**src/rtl/mem_access_unit.sv**
```systemverilog
// MEM-stage load/store controller: turns EX/MEM loads and stores into one
// mem_req/mem_ack bus transaction, aligns load data and stalls the pipeline meanwhile.
module mem_access_unit #(
  parameter int TIMEOUT = 16
) (
  input  logic        clk,
  input  logic        reset,
  input  logic        mem_read_in,
  input  logic        mem_write_in,
  input  logic [1:0]  size_in,
  input  logic        sign_in,
  input  logic [31:0] addr_in,
  input  logic [31:0] wdata_in,
  input  logic        flush_in,
  output logic        mem_req,
  output logic        mem_we,
  output logic [31:0] mem_addr,
  output logic [3:0]  mem_be,
  output logic [31:0] mem_wdata,
  input  logic        mem_ack,
  input  logic [31:0] mem_rdata,
  output logic [31:0] load_data,
  output logic        stall,
  output logic        mem_flush,
  output logic        misalign,
  output logic        bus_error,
  output logic [1:0]  state_dbg
);

  // Bus handshake: mem_req acts as valid and stays high, with mem_we/addr/be/wdata
  // stable, until the cycle mem_ack (ready/completion) is sampled high or the
  // timeout fires; mem_rdata is only looked at in the mem_ack cycle.
  typedef enum logic [1:0] {
    S_IDLE = 2'd0,
    S_WAIT = 2'd1,
    S_DONE = 2'd2
  } state_t;

  localparam logic [7:0] TIMEOUT_M1 = 8'(TIMEOUT - 1);

  state_t      state, state_next;
  logic [7:0]  cnt;
  logic        flush_seen;
  logic        is_load_q;
  logic        sign_q;
  logic [1:0]  size_q;
  logic [1:0]  off_q;

  logic        access;
  logic        bad;
  logic        timeout_hit;
  logic [3:0]  be_calc;
  logic [31:0] wdata_calc;
  logic [31:0] shifted;
  logic [31:0] aligned;

  assign state_dbg   = state;
  assign access      = (mem_read_in | mem_write_in) & ~flush_in;
  assign bad         = (size_in[1] & (addr_in[1:0] != 2'b00)) |
                       ((size_in == 2'b01) & addr_in[0]);
  assign timeout_hit = (cnt == TIMEOUT_M1);

  always_comb begin
    be_calc    = 4'b1111;
    wdata_calc = wdata_in;
    case (size_in)
      2'b00: begin
        be_calc    = 4'b0001 << addr_in[1:0];
        wdata_calc = {4{wdata_in[7:0]}};
      end
      2'b01: begin
        be_calc    = 4'b0011 << {addr_in[1], 1'b0};
        wdata_calc = {2{wdata_in[15:0]}};
      end
      default: begin
        be_calc    = 4'b1111;
        wdata_calc = wdata_in;
      end
    endcase
  end

  // Alignment uses the offset/size captured at issue, not the live EX/MEM inputs.
  always_comb begin
    shifted = mem_rdata >> {off_q, 3'b000};
    aligned = shifted;
    case (size_q)
      2'b00:   aligned = {{24{sign_q & shifted[7]}}, shifted[7:0]};
      2'b01:   aligned = {{16{sign_q & shifted[15]}}, shifted[15:0]};
      default: aligned = shifted;
    endcase
  end

  always_comb begin
    state_next = state;
    stall      = 1'b0;
    mem_flush  = 1'b0;
    case (state)
      S_IDLE: begin
        mem_flush = flush_in | access;
        stall     = access & ~bad;
        if (access & ~bad) state_next = S_WAIT;
      end
      S_WAIT: begin
        stall     = 1'b1;
        mem_flush = 1'b1;
        if (mem_ack | timeout_hit) state_next = S_DONE;
      end
      S_DONE: begin
        mem_flush  = flush_seen | bus_error;
        state_next = S_IDLE;
      end
      default: state_next = S_IDLE;
    endcase
  end

  always_ff @(posedge clk or negedge reset) begin
    if (!reset) begin
      state      <= S_IDLE;
      cnt        <= 8'd0;
      flush_seen <= 1'b0;
      is_load_q  <= 1'b0;
      sign_q     <= 1'b0;
      size_q     <= 2'b00;
      off_q      <= 2'b00;
      mem_req    <= 1'b0;
      mem_we     <= 1'b0;
      mem_addr   <= 32'd0;
      mem_be     <= 4'd0;
      mem_wdata  <= 32'd0;
      load_data  <= 32'd0;
      misalign   <= 1'b0;
      bus_error  <= 1'b0;
    end else begin
      state     <= state_next;
      misalign  <= 1'b0;
      bus_error <= 1'b0;
      case (state)
        S_IDLE: begin
          if (access && bad) begin
            misalign <= 1'b1;
          end else if (access) begin
            mem_req    <= 1'b1;
            mem_we     <= mem_write_in;
            mem_addr   <= {addr_in[31:2], 2'b00};
            mem_be     <= be_calc;
            mem_wdata  <= wdata_calc;
            cnt        <= 8'd0;
            flush_seen <= 1'b0;
            is_load_q  <= ~mem_write_in;
            sign_q     <= sign_in;
            size_q     <= size_in;
            off_q      <= addr_in[1:0];
          end
        end
        S_WAIT: begin
          // A squash during WAIT only turns the result into a bubble later.
          if (flush_in) flush_seen <= 1'b1;
          if (mem_ack) begin
            mem_req <= 1'b0;
            if (is_load_q) load_data <= aligned;
          end else if (timeout_hit) begin
            mem_req   <= 1'b0;
            load_data <= 32'd0;
            bus_error <= 1'b1;
          end else begin
            cnt <= cnt + 8'd1;
          end
        end
        default: ;
      endcase
    end
  end

endmodule

```
**config.mk**
```make
export PLATFORM = sky130hd
export DESIGN_NAME = mem_access_unit
export DESIGN_NICKNAME = d
export VERILOG_FILES = /design/src/rtl/mem_access_unit.sv
export SDC_FILE = /design/constraint.sdc
export NUM_CORES = 1
export LEC_CHECK = 0
export ABC_AREA = 1
export BUFFER_PORTS_ARGS = -buffer_cell sky130_fd_sc_hd__buf_2
export CORE_MARGIN = 5
export CORE_UTILIZATION = 45
export CTS_CLUSTER_SIZE = 8
export DETAILED_ROUTE_END_ITERATION = 7
export PLACE_DENSITY_LB_ADDON = 0.2
export SYNTH_ARGS = -nofsm -noshare
export SYNTH_HDL_FRONTEND = slang
export SYNTH_SLANG_ARGS = --single-unit
```
**constraint.sdc**
```tcl
create_clock -name clk -period 1.3 [get_ports clk]
set_input_delay 0.13 -clock clk [delete_from_list [all_inputs] [get_ports clk]]
set_output_delay 0.13 -clock clk [all_outputs]
set_load 0.01 [all_outputs]
```
==> After elaboration in Yosys (flattened, before gate mapping) <==
Index checks and enable logic that the tools add are counted.
Widths: inputs -> output; s select.
{ "totals": {"register_bits": 119, "elab_cells": 91, "output_inout_bits": 108, "input_bits": 105} }
{ "op_classes": {"shifts": 3, "n_mux": 30, "bitwise": 15, "addsub": 1, "eq_ne": 14, "n_reduce_logical": 13} }
{ "ops": {"columns": ["cell", "count"], "rows": [
  ["$pmux 32 s2", 2],
  ["$mux 32", 3],
  ["$mux 8", 4],
  ["$shr 32x5->32", 1],
  ["$pmux 8 s2", 1],
  ["$ne 2x2->1 const B", 7],
  ["$mux 1", 12],
  ["$add 8x1->8 const B", 1],
  ["$eq 8x4->1 const B", 1],
  ["$pmux 4 s2", 1],
  ["$reduce_and 4->1", 2],
  ["$and 1x1->1", 6],
  ["$eq 2x1->1 const B", 3],
  ["$logic_not 2->1", 3],
  ["$pmux 1 s2", 3],
  ["$reduce_and 3->1", 2],
  ["$reduce_bool 2->1", 3],
  ["$or 1x1->1", 5],
  ["$reduce_and 5->1", 1],
  ["$mux 2", 2],
  ["$not 1->1", 4],
  ["$pmux 2 s2", 1],
  ["$shl 1x2->4 const A", 1],
  ["$shl 2x2->4 const A", 1],
  ["6 further kinds", 6]
]} }

==> Depth between registers and ports, before layout <==
{ "logic_depth": {"ltp_word": 7, "mapped_depth": 10, "depth_no_buf": 9} }

==> Worst setup path after synthesis <==
OpenSTA, ideal clock, no wires.
{ "synth_path": {"path_kind": "register to register", "startpoint": "register cnt[0]", "endpoint": "register load_data[24]", "path_stages_with_launch": 8, "path_buffers": 1, "setup_slack_ps": -83, "setup_ps": 117, "arrival_ps": 1267, "required_time_ps": 1183, "synth_period_minus_slack_ps": 1383, "path_cell_list": "dfrtp_1 > ha_1 > nand3_1 > o21bai_1 > nand3_1 > buf_2 > nand2_1 > nand2_1"} }
{ "synth_via": {"elab_chain_len": 3} }
{ "synth_rtl": {"columns": ["element", "line_no", "source"], "rows": [
  ["from (decl)", "42", "logic [7:0] cnt;"],
  ["from (signal assigned)", "166", "cnt <= cnt + 8'd1;"],
  ["$eq 8x4->1", "61", "assign timeout_hit = (cnt == TIMEOUT_M1);"],
  ["$reduce_bool 2->1 (no source line)", null, null],
  ["$reduce_and 3->1 (no source line)", null, null],
  ["to (signal assigned)", "160", "if (is_load_q) load_data <= aligned;"],
  ["to (decl)", "22", "output logic [31:0] load_data,"]
]} }
Every way passes these cells.
A chain may end at the register's enable or synchronous reset.

==> Worst setup path in the final report <==
{ "layout_path": {"startpoint": "register state[0], in the netlist state_dbg[0]", "endpoint": "output stall"} }
{ "layout_via": {"elab_chain_len": 2, "elab_cells_between_ends": 3, "cone_classes": "eq/ne: 1; mux: 1; reduce/logical: 1"} }
{ "layout_rtl": {"columns": ["element", "line_no", "source"], "rows": [
  ["from (decl)", "41", "state_t state, state_next;"],
  ["from (signal assigned)", "134", "state <= state_next;"],
  ["$eq 2x1->1 or $logic_not 2->1 (tied branches)", "97", "case (state)"],
  ["$pmux 1 s2 *", "97", null],
  ["to (decl)", "23", "output logic stall,"]
]} }
Every way passes the cells marked *; elsewhere a longest branch is shown, timed or not.

==> reports/results.ini <==
[power]
power_frac_comb=0.363
pwr-share-clk=0.280
ir_drop_mv=0.951
p_sw_frac=0.360
p_per_area_nw_per_um2=1790
internal-power_mw=10.5
power_mw=16.4
p_sw_mw=5.89
p_leak_nw=5.05
pwr-share-seq=0.357

[global_routing]
overflow=0
grt_max_degree=37
antenna_found_initial=1
grtUsageTotal=0.266
grt_pass1_wl_um=31500
grt_pass1_vias=6488

[status]
violations=negative setup slack
status=finished with violations

[detailed_routing]
initialDrtViolationCount=478
via_per_inst=5.11
drtAntennaViolNets=0
first_pass_iters=5
wirelength_um=20300
drt-wirelength-per-cell_um=16.1
vias=6449
drc=0

[critical_path]
worst-path-max-fanout=9
slowest_stage=dfrtp_1
r2r-end=mem_addr[18]
slowest_delay_ns=0.36
path_class=register to primary output
reg2regPathDepth=8
cp-start-kind=register
path_cells=inv_1 -> nor2_4 -> inv_2 -> buf_4 -> nand2_2 -> buf_6
worst-endpoint-arrival_ns=1.44
r2r-start=state_dbg[0]
required_ns=1.17
cp-end-kind=primary output
rrSetupSlack_ns=-0.23

[clock_tree]
clock_path_buffers=2
clock-sinks=119
cts-htree-levels=4
cts_tree=yes
insertion_delay_ns=0.42
cts_buffers=17
clkTransAtPathRegs_ns=0.05
cts-root-buf=clkbuf_16

[final_layout]
antennaDiodeCount=0
syn2layout_area_growth_pct=55.9
fillers=1006
drive_gt1_frac=0.365
final_nets=1182
fin_cells=1261
post-route-cell-area_um2=9130

[die]
die-area_um2=15400
die_x_um=124
fp-row-count=41
fp.coreArea_um2=12700
ioPinCount=213
start_util=0.462
die_h_um=124

[placed_design]
dp_hpwl_um=12600
post_dp_cell_area_um2=7350
place.gp.congestion=0.918
io_buffers=210
dp_cells=1158

[timing]
rsz0062_at_grt=yes
hold_viol=0
drv_slew=0
finalSetupTns_ns=-14.70
fmax_mhz=636
post-route-period-util=1.21
fin_crit_ns=1.57
setup_viol=117
setup_ws_ns=-0.272
skew_ns=0.00922

[yosys]
syn_area_per_cell_um2=7.63
yosysSeqAreaShare=0.508
synth_top_area_share=0.508
ys_seq_elements=119
synth_warnings=0
synth_area_leaders=dfrtp_1 (51%), nand2_1 (25%), nand3_1 (4.4%)
ys.flop_type=dfrtp_1
yosysTopAreaCell=dfrtp_1
synth-edff-count=0
synth_top_cells_by_count=nand2_1 (384), dfrtp_1 (119), nand3_1 (51)
yosys.cell_types.count=31
synth.most_common_cell=nand2_1
syn_inst=768
async_flop_share=1.00
synthesis.area_um2=5860

[hold_path]
holdPathStages=3
hp-class=primary input to register
holdPathEnd=mem_we
worstHoldStart=mem_write_in

[run]
maxCapViolCount=0

## area by class of cell
cell class	count	area, um^2	share of cell area
Tap cell	172	215	0.0236
Multi-Input combinational cell	575	2820	0.308
Timing Repair Buffer	331	2420	0.265
Inverter	32	131	0.0144
Clock buffer	24	472	0.0516
Sequential cell	119	2980	0.326
Clock inverter	8	96.3	0.0105
## logic make-up after synthesis
logic type / count (synthesis) / synth area share
AND/OR/NAND/NOR: 466 / 0.320
flip-flops: 119 / 0.508
AO/OA/AOI/OAI: 103 / 0.0940
buffers and inverters: 76 / 0.0717
XOR/XNOR: 2 / 0.00299
adder cells (fa/ha/maj): 1 / 0.00214
other: 1 / 0.000640
## sequential cells by signal, indices dropped and copies added, names as in the netlist, 2 cells and up
name	cells
size_q	2
load_data	32
off_q	2
state_dbg	2
mem_be	4
cnt	8
mem_wdata	32
mem_addr	30
## how the worst max path moves through the flow
stage / startpoint / end / slack [ns] / cells after the start
final: state_dbg[0] / stall / -0.27 / 6
after floorplan: cnt[0] / load_data[0] / -0.06 / 7
after detailed placement: cnt[1] / load_data[5] / -0.1 / 7
after global placement: off_q[0] / load_data[29] / -0.07 / 7
after global routing: state_dbg[0] / stall / -0.37 / 6
after CTS: state_dbg[0] / stall / -0.26 / 6
## worst max-delay path: cells and delay by family (launching register included)
kind	cells	cell delay, ns
buf+inv	4	0.42
flops	1	0.36
simple gates	2	0.25
## power groups by stage
stage,sequential [mW],combinational (mW),clock [mW]
6_report,5.83,5.94,4.59
5_1_grt,5.97,6.54,4.81
4_1_cts,5.70,5.64,4.63
3_5_place_dp,5.61,5.11,0
3_3_place_gp,5.64,4.99,0
2_1_floorplan,6.13,2.31,0
## per-stage QoR
| step | hold WS [ns] | setup WS, ns | util |
|---|---|---|---|
| floorplan | -0.166 | -0.0570 | - |
| global placement | 0.101 | -0.0650 | 0.580 |
| detailed placement | 0.0996 | -0.0982 | 0.580 |
| CTS | 0.00130 | -0.262 | 0.703 |
| global route | 0.0110 | -0.368 | 0.721 |
| finish | 0.00452 | -0.272 | 0.721 |
## cells in the final DEF (no fill, tap or decap), types with 6 or more instances in the layout
cell type      netlist  layout
nand2_1            384     332
buf_2               13     208
dfrtp_1            119     118
dlygate4sd3_1        0      52
a21oi_1             48      47
nand3_1             51      44
buf_4                7      42
nand2_2              2      36
o21ai_0             39      32
inv_1               25      23
nand2_4              1      18
clkbuf_16            0      17
nor2_1              19      14
o21ai_1              5      12
buf_6               12      11
buf_12               0      11
o21ai_2              6       6
nand3_2              1       6
## per-layer routing
metal / track usage / routed length [um] / share of wire
met2: 0.452 / 10000 / 0.49
met4: 0.120 / 700 / 0.034
met3: 0.0917 / 1830 / 0.090
met1: 0.302 / 7760 / 0.38
met5: 0 / 11 / 0.00054
## what timing repair did
| action | 4_1_cts | 5_1_grt |
|---|---|---|
| hold buffers | 52 | 0 |
| pin swaps | 13 | 11 |
| hold endpoints to repair | 77 | 0 |
| endpoints found under the setup margin | 104 | 119 |
| cloned | 8 | 0 |
| resized for setup | 64 | 63 |
| setup buffers | 7 | 7 |
No activity file was read; power rests on OpenSTA's default activity.
